## src/rtl/div_pkg.sv

```systemverilog
// Shared types and default widths for the sequential divider.
package div_pkg;

    // Default widths match the Multi3 product (6 bits) and operand (3 bits)
    localparam int DIV_DW = 6;
    localparam int DIV_VW = 3;
    localparam int DIV_CW = $clog2(DIV_DW + 1);

    typedef enum logic [1:0] {
        IDLE = 2'd0,
        CALC = 2'd1,
        DONE = 2'd2
    } div_state_t;

    // Iteration counter width for a given dividend width
    function automatic int div_cnt_width(input int dw);
        return $clog2(dw + 1);
    endfunction

endpackage

```

## src/rtl/div_step.sv

```systemverilog
// One combinational restoring-division step: shift in a dividend bit, trial-subtract.
module div_step
    import div_pkg::*;
#(
    parameter int VW = DIV_VW
) (
    input  logic [VW:0]   pr,
    input  logic          nbit,
    input  logic [VW-1:0] divisor,
    output logic [VW:0]   pr_next,
    output logic          q_bit
);

    logic [VW:0] trial;
    logic        ge;

    // Shift and trial-subtract; a set pr MSB means the shifted value already exceeds the divisor
    always_comb begin
        trial   = {pr[VW-1:0], nbit};
        ge      = pr[VW] | (trial >= {1'b0, divisor});
        q_bit   = ge;
        pr_next = ge ? (trial - {1'b0, divisor}) : trial;
    end

endmodule

```

## src/rtl/seq_divider.sv

```systemverilog
// Iterative restoring unsigned divider, one quotient bit per clock, start/done handshake.
// Optional result self-check (quotient*divisor + remainder == dividend) under DIV_CHECK_EN.
module seq_divider
    import div_pkg::*;
#(
    parameter int DW = DIV_DW,
    parameter int VW = DIV_VW
) (
    input  logic          clk,
    input  logic          rst,
    input  logic          start,
    input  logic [DW-1:0] dividend,
    input  logic [VW-1:0] divisor,
    output logic          busy,
    output logic          done,
    output logic [DW-1:0] quotient,
    output logic [VW-1:0] remainder,
    output logic          div_by_zero,
    output logic          chk_err
);

    localparam int CW = div_cnt_width(DW);

    localparam logic [1:0] ST_IDLE = IDLE;
    localparam logic [1:0] ST_CALC = CALC;
    localparam logic [1:0] ST_DONE = DONE;

    logic [1:0]    state_q;
    logic [CW-1:0] cnt_q;
    logic [DW-1:0] n_q;
    logic [DW-1:0] qw_q;
    logic [VW-1:0] dvs_q;
    logic [VW:0]   pr_q;
    logic [VW:0]   pr_next;
    logic          q_bit;
    logic          last_step;
    logic          dbz;

    assign last_step = (cnt_q == CW'(DW - 1));
    assign dbz       = (dvs_q == '0);
    assign busy      = (state_q != ST_IDLE);

    div_step #(
        .VW(VW)
    ) u_step (
        .pr     (pr_q),
        .nbit   (n_q[DW-1]),
        .divisor(dvs_q),
        .pr_next(pr_next),
        .q_bit  (q_bit)
    );

    // FSM, iteration counter and working registers
    always_ff @(posedge clk or posedge rst) begin
        if (rst) begin
            state_q <= ST_IDLE;
            cnt_q   <= '0;
            n_q     <= '0;
            qw_q    <= '0;
            dvs_q   <= '0;
            pr_q    <= '0;
        end else begin
            case (state_q)
                ST_IDLE: begin
                    if (start) begin
                        n_q     <= dividend;
                        dvs_q   <= divisor;
                        pr_q    <= '0;
                        qw_q    <= '0;
                        cnt_q   <= '0;
                        state_q <= (divisor != '0) ? ST_CALC : ST_DONE;
                    end
                end
                ST_CALC: begin
                    pr_q  <= pr_next;
                    qw_q  <= {qw_q[DW-2:0], q_bit};
                    n_q   <= {n_q[DW-2:0], 1'b0};
                    cnt_q <= cnt_q + CW'(1);
                    if (last_step) begin
                        state_q <= ST_DONE;
                    end
                end
                ST_DONE: begin
                    state_q <= ST_IDLE;
                end
                default: begin
                    state_q <= ST_IDLE;
                end
            endcase
        end
    end

    // Result registers: only loaded when leaving DONE, so CALC never disturbs them
    always_ff @(posedge clk or posedge rst) begin
        if (rst) begin
            done        <= 1'b0;
            quotient    <= '0;
            remainder   <= '0;
            div_by_zero <= 1'b0;
        end else begin
            done <= (state_q == ST_DONE);
            if (state_q == ST_DONE) begin
                quotient    <= dbz ? '1 : qw_q;
                remainder   <= dbz ? '0 : pr_q[VW-1:0];
                div_by_zero <= dbz;
            end
        end
    end

`ifdef DIV_CHECK_EN
    localparam int PW = DW + VW;

    logic [DW-1:0] dvd_q;
    logic [PW-1:0] acc;
    logic [PW-1:0] addend;
    logic [PW-1:0] sum;
    logic          carry;
    logic          mismatch;
    logic          chk_q;

    // Keep the original dividend; the working copy is shifted away during CALC
    always_ff @(posedge clk or posedge rst) begin
        if (rst) begin
            dvd_q <= '0;
        end else if (state_q == ST_IDLE && start) begin
            dvd_q <= dividend;
        end
    end

    // Rebuild quotient*divisor + remainder from and2/xor2/or2 rows of ripple adders
    always_comb begin
        acc    = PW'(pr_q[VW-1:0]);
        addend = '0;
        sum    = '0;
        carry  = 1'b0;
        for (int i = 0; i < DW; i++) begin
            addend = '0;
            for (int j = 0; j < VW; j++) begin
                addend[i+j] = qw_q[i] & dvs_q[j];
            end
            carry = 1'b0;
            for (int b = 0; b < PW; b++) begin
                sum[b] = acc[b] ^ addend[b] ^ carry;
                carry  = (acc[b] & addend[b]) | (carry & (acc[b] ^ addend[b]));
            end
            acc = sum;
        end
        mismatch = (acc != {{VW{1'b0}}, dvd_q});
    end

    // Check flag is registered alongside done and held with the results
    always_ff @(posedge clk or posedge rst) begin
        if (rst) begin
            chk_q <= 1'b0;
        end else if (state_q == ST_DONE) begin
            chk_q <= ~dbz & mismatch;
        end
    end

    assign chk_err = chk_q;
`else
    assign chk_err = 1'b0;
`endif

endmodule

```

## config.mk

```make
export PLATFORM = sky130hd
export DESIGN_NAME = seq_divider
export DESIGN_NICKNAME = d
export VERILOG_FILES = /design/src/rtl/div_pkg.sv /design/src/rtl/div_step.sv /design/src/rtl/seq_divider.sv
export SDC_FILE = /design/constraint.sdc
export NUM_CORES = 1
export LEC_CHECK = 0
export BUFFER_PORTS_ARGS = -buffer_cell sky130_fd_sc_hd__buf_2
export CAP_MARGIN = 20
export CORE_ASPECT_RATIO = 0.6
export CORE_MARGIN = 3
export CORE_UTILIZATION = 30
export CTS_CLUSTER_SIZE = 24
export DETAILED_ROUTE_END_ITERATION = 7
export HOLD_SLACK_MARGIN = 0.15
export PLACE_DENSITY = 0.57
export SKIP_CTS_REPAIR_TIMING = 1
export SLEW_MARGIN = 15
export SYNTH_ARGS = -nofsm -noshare
export SYNTH_HDL_FRONTEND = slang
export SYNTH_SLANG_ARGS = --single-unit
export TNS_END_PERCENT = 30
```

## constraint.sdc

```tcl
create_clock -name clk -period 2.4 [get_ports clk]
set_input_delay 0.48 -clock clk [delete_from_list [all_inputs] [get_ports clk]]
set_output_delay 0.48 -clock clk [all_outputs]
set_load 0.1 [all_outputs]
```

==> flow_metrics.py, run 1 <==
metrics = {
    "routing": {
        "dr.pass1.iters": 4,
        "drc": 0,
        "ant_nets": 0,
        "wl_per_cell_um": 14.4,
        "wirelength_mm": 3.33,
        "via_count": 1123,
        "drt-vias-per-instance": 4.86,
        "drt-initial-drc-count": 20,
    },
    "sta": {
        "fin_tns_setup_ns": 0,
        "timing.final.crit_share_pct": 80.0,
        "period_minus_slack_ns": 1.92,
        "skew_ns": 0.00610,
        "hold_viol_final": 0,
        "setup_viol": 0,
        "slew_headroom_pct": 64.8,
        "clock.fmax_ghz": 0.521,
        "tightest_slew_ns": 0.527,
        "maxSlewViolCount": 0,
        "rsz0062_at_grt": "no",
        "fin_ws_ns": 0.481,
        "timing.hold.ws_ns": 0.290,
    },
    "logic_synthesis": {
        "syn_nets": 158,
        "syn_area_per_cell_um2": 11.5,
        "synth_top_flop_cell": "dfrtp_1",
        "async_reset_ff_share_pct": 100,
        "ys_types": 37,
        "ys_seq_elements": 35,
        "syn_area_um2": 1610,
        "synth_cells": 140,
        "ys_seq_area_share_pct": 54.6,
        "synth_warnings": 0,
        "synth_edf_count": 0,
    },
    "worst_setup_path": {
        "slowest_delay_ns": 0.50,
        "crit_family": "flip-flops",
        "slowest_stage": "dfrtp_1",
        "critPathCaptureType": "output pin",
        "critPathMaxFanout": 9,
        "crit_chain": "or2_1 > buf_2",
        "setup.worst_path.start_class": "register",
        "critPathRequiredTime_ns": 1.92,
        "arrival_ns": 1.44,
        "critPathBufInv": 1,
        "crit_type": "reg2out",
    },
    "clock_tree": {
        "cts_buffers": 5,
        "clkTransAtPathRegs_ns": 0.07,
        "htreeDepth": 2,
        "cts_root_buf": "clkbuf_8",
        "clock_path_buffers": 2,
        "cts_sinks": 35,
        "cts_tree": "yes",
        "clk_latency_ns": 0.29,
    },
    "placed_design": {
        "dpl_worst_slack_ns": 0.518,
        "gp_congestion": 0.799,
        "port_buffers": 23,
        "dpl.hpwl_mm": 2.43,
    },
    "die": {
        "rows": 19,
        "die_area_um2": 6290,
        "core_area_um2": 4850,
        "die_x_um": 100,
        "top_level_ports": 25,
        "fp.dieH_um": 62.7,
        "start_util_pct": 33.1,
    },
    "hold_path": {
        "hold_path_class": "in2async",
    },
    "layout": {
        "fillers": 521,
        "final_core_util_pct": 39.1,
        "n_antenna_cell": 0,
        "syn_to_final_growth_pct": 18.1,
        "drive_gt1_share_pct": 26.2,
        "nNetsFinal": 185,
    },
    "status": {
        "status": "complete, no violations",
    },
    "grt": {
        "grt_pass1_vias": 1197,
        "antenna_found_initial": 0,
        "track_usage_pct": 11.6,
        "overflow": 0,
        "grt_max_degree": 36,
        "grt_pass1_wl_mm": 5.66,
    },
    "job": {
        "cap_violations": 0,
    },
}
path summary, 6_finish.rpt:
kind | from | to | slack [ns] | cells after the start
worst max register to register | dvs_q[0] | pr_q[2] | 0.48 | 6
min in group clk | dividend[0] | n_q[0] | 0.42 | 2
worst min register to register | n_q[4] | n_q[4] | 0.49 | 2
worst max-delay path | state_q[0] | busy | 0.48 | 2
worst min-delay path | rst | pr_q[2] | 0.29 | 3
max in group asynchronous | rst | n_q[0] | 1.79 | 3
synthesized netlist by cell type, types with 3 or more instances:
master / count / area share (%)
dfrtp_1: 35 / 55
nand2_1: 15 / 3.5
a22o_1: 12 / 6.5
o21ai_0: 10 / 3.1
inv_1: 8 / 1.9
mux2i_1: 7 / 4.4
nor2_1: 7 / 1.6
o22a_1: 6 / 3.3
ha_1: 5 / 3.9
buf_4: 3 / 1.4
metrics by stage:
| step | cell area, µm² | cells |
|---|---|---|
| 6_report | 1900 | 231 |
| 5_1_grt | 1900 | 231 |
| 4_1_cts | 1900 | 231 |
| 3_5_place_dp | 1780 | 223 |
| 3_3_place_gp | 1780 | 223 |
| 2_1_floorplan | 1610 | 140 |
layer usage:
metal	share of wire, %	GRT usage (%)
met3	5.0	4.46
met2	43	17.7
met1	51	15.1
met5	0	0
met4	1.3	4.03
logic make-up after synthesis:
| family | Yosys count | synth area share (%) |
|---|---|---|
| other | 1 | 0.234 |
| buffers and inverters | 16 | 5.14 |
| AOI/OAI and AO/OA | 39 | 18.6 |
| muxes | 9 | 5.77 |
| and+or+nand+nor | 34 | 10.5 |
| adders and majority gates | 6 | 5.14 |
| DFF | 35 | 54.6 |
tightest hold or removal path, cell delays in order:
cell   delay [ns]
buf_2        0.09
inv_1        0.04
buf_4        0.39
placed cells by master (no fill, tap or decap), types with 2 or more instances in the layout:
master,n
a21boi_1,2
a22o_1,12
buf_2,23
buf_4,3
clkbuf_8,6
clkinv_2,2
dfrtp_1,35
ha_1,5
inv_1,8
mux2i_1,7
nand2_1,15
nand2b_1,2
nand2b_2,2
nor2_1,7
nor3_1,2
o21ai_0,10
o22a_1,6
sequential cells by signal, summed over array words and instances (netlist names), 2 cells and up:
register,count
cnt_q,3
dvs_q,3
n_q,6
pr_q,4
quotient,6
qw_q,6
remainder,3
state_q,2
final cells by class:
type	instances	area, µm²	share of cell area [%]
Clock buffer	6	82.6	4.36
Clock inverter	2	35.0	1.85
Inverter	10	38.8	2.05
Multi-Input combinational cell	89	647	34.1
Sequential cell	35	876	46.2
Tap cell	63	78.8	4.16
Timing Repair Buffer	26	138	7.26
Power of run 1 is not shown: default switching activity piles up to over one toggle a cycle in this logic, so the estimate is an artifact.
==> inputs of run 2 (changes only) <==
--- a/config.mk
+++ b/config.mk
@@ -13,7 +13,7 @@
 export CTS_CLUSTER_SIZE = 24
 export DETAILED_ROUTE_END_ITERATION = 7
 export HOLD_SLACK_MARGIN = 0.15
-export PLACE_DENSITY = 0.57
+export PLACE_DENSITY = 0.58
 export SKIP_CTS_REPAIR_TIMING = 1
 export SLEW_MARGIN = 15
 export SYNTH_ARGS = -nofsm -noshare
==> constraint.sdc (replaced) <==
create_clock -name clk -period 1.7 [get_ports clk]
set_input_delay 0.34 -clock clk [delete_from_list [all_inputs] [get_ports clk]]
set_output_delay 0.34 -clock clk [all_outputs]
set_load 0.1 [all_outputs]
==> flow_metrics.py, run 2 (synthesized netlist as in run 1, its figures left out) <==
metrics = {
    "status": {
        "status": "finished with violations",
        "violations": "negative setup slack",
    },
    "grt": {
        "met2_usage_pct": 16.7,
        "grt_pass1_vias": 1170,
        "busiest_layer": "met2",
        "antenna_found_initial": 0,
        "grt_pass1_wl_mm": 5.60,
        "track_usage_pct": 11.4,
        "overflow": 0,
        "use_met3_pct": 3.46,
        "grt_max_degree": 36,
        "use_met1_pct": 15.2,
    },
    "routing": {
        "drc": 0,
        "ant_nets": 0,
        "drt-initial-drc-count": 63,
        "wirelength_mm": 3.34,
        "dr.pass1.iters": 5,
        "wl_per_cell_um": 14.3,
        "via_count": 1162,
        "drt-vias-per-instance": 4.97,
    },
    "job": {
        "cap_violations": 0,
    },
    "placed_design": {
        "numPlacedInstances": 227,
        "port_buffers": 23,
        "dpl.hpwl_mm": 2.49,
        "gp_congestion": 0.871,
    },
    "clock_tree": {
        "clkTransAtPathRegs_ns": 0.06,
        "htreeDepth": 2,
        "cts_root_buf": "clkbuf_8",
        "cts_sinks": 35,
        "cts_buffers": 5,
        "clk_latency_ns": 0.28,
        "cts_tree": "yes",
        "clock_path_buffers": 2,
    },
    "layout": {
        "syn_to_final_growth_pct": 20.1,
        "drive_gt1_share_pct": 31.6,
        "nNetsFinal": 189,
        "n_antenna_cell": 0,
        "layout_commonest_cell": "dfrtp_1",
        "fin_cells": 234,
        "final_cell_mix": "dfrtp_1, buf_2, nand2_1",
        "top_regs": "n_q x6, quotient x6, qw_q x6",
    },
    "sta": {
        "fin_ws_ns": -0.0324,
        "setup_viol": 3,
        "hold_viol_final": 0,
        "period_minus_slack_ns": 1.73,
        "clock.fmax_ghz": 0.577,
        "timing.final.crit_share_pct": 102,
        "skew_ns": 0.000909,
        "rsz0062_at_grt": "yes",
        "maxSlewViolCount": 0,
    },
    "die": {
        "die_area_um2": 6290,
        "die_x_um": 100,
        "start_util_pct": 33.1,
        "fp.dieH_um": 62.7,
        "top_level_ports": 25,
        "rows": 19,
        "core_area_um2": 4850,
    },
    "worst_setup_path": {
        "reg2reg_from": "dvs_q[0]",
        "crit_family": "compound AO/OA/AOI/OAI gates",
        "crit_type": "reg2reg",
        "startpoint": "dvs_q[0]",
        "crit_chain": "ha_2 > fa_2 > a21boi_4 > o21ai_4 > nor2_1 > o31ai_2",
        "setup.worst_path.start_class": "register",
        "arrival_ns": 1.93,
        "slowest_delay_ns": 0.38,
        "slowest_stage": "dfrtp_1",
        "critPathMaxFanout": 5,
        "critPathCaptureType": "register",
        "critPathBufInv": 0,
        "critPathRequiredTime_ns": 1.90,
    },
    "hold_path": {
        "hold_path_class": "in2async",
    },
}
## run 2: routing by layer
layer  vias to the layer above  wire length (µm)
met1                       562              1610
li1                        552                 -
met3                        10               187
met4                         0                59
met5                         -                 0
met2                        38              1490
## run 2: cell type report
| type | count | area [µm²] |
|---|---|---|
| well taps | 63 | 78.8 |
| clock buffers | 6 | 82.6 |
| repair buffers | 30 | 174 |
| flip-flops and latches | 35 | 878 |
| fillers | 477 | 2920 |
| inverters | 10 | 38.8 |
| clock inverters | 1 | 5.00 |
| multi-input cells | 89 | 671 |
## run 2: final timing paths
check | endpoint | slack (ns) | depth (start not counted)
min in group clk | dvs_q[1] | 0.27 | 3
max in group asynchronous | state_q[1] | 1.22 | 3
hold reg to reg | remainder[0] | 0.48 | 2
setup / recovery | pr_q[2] | -0.03 | 6
hold / removal | div_by_zero | 0.14 | 3
setup reg to reg | pr_q[2] | -0.03 | 6
## run 2: per-stage QoR
step | TNS (ns) | setup slack, ns | hold slack [ns] | utilization (%) | instance area [µm²]
final | -0.0675 | -0.0324 | 0.141 | 39.8 | 1930
after global routing | -0.354 | -0.113 | 0.212 | 39.8 | 1930
after CTS | -0.713 | -0.162 | 0.165 | 39.1 | 1900
after detailed placement | -0.542 | -0.145 | 0.470 | 37.3 | 1810
after global placement | -0.0922 | -0.0401 | 0.457 | 37.3 | 1810
after floorplan | -0.0435 | -0.0217 | 0.449 | - | 1610
## run 2: tightest hold or removal path: cells and delay by family
family | cells | cell delay (ns)
buf+inv | 3 | 0.52
Power of run 2 is left out for the same reason.
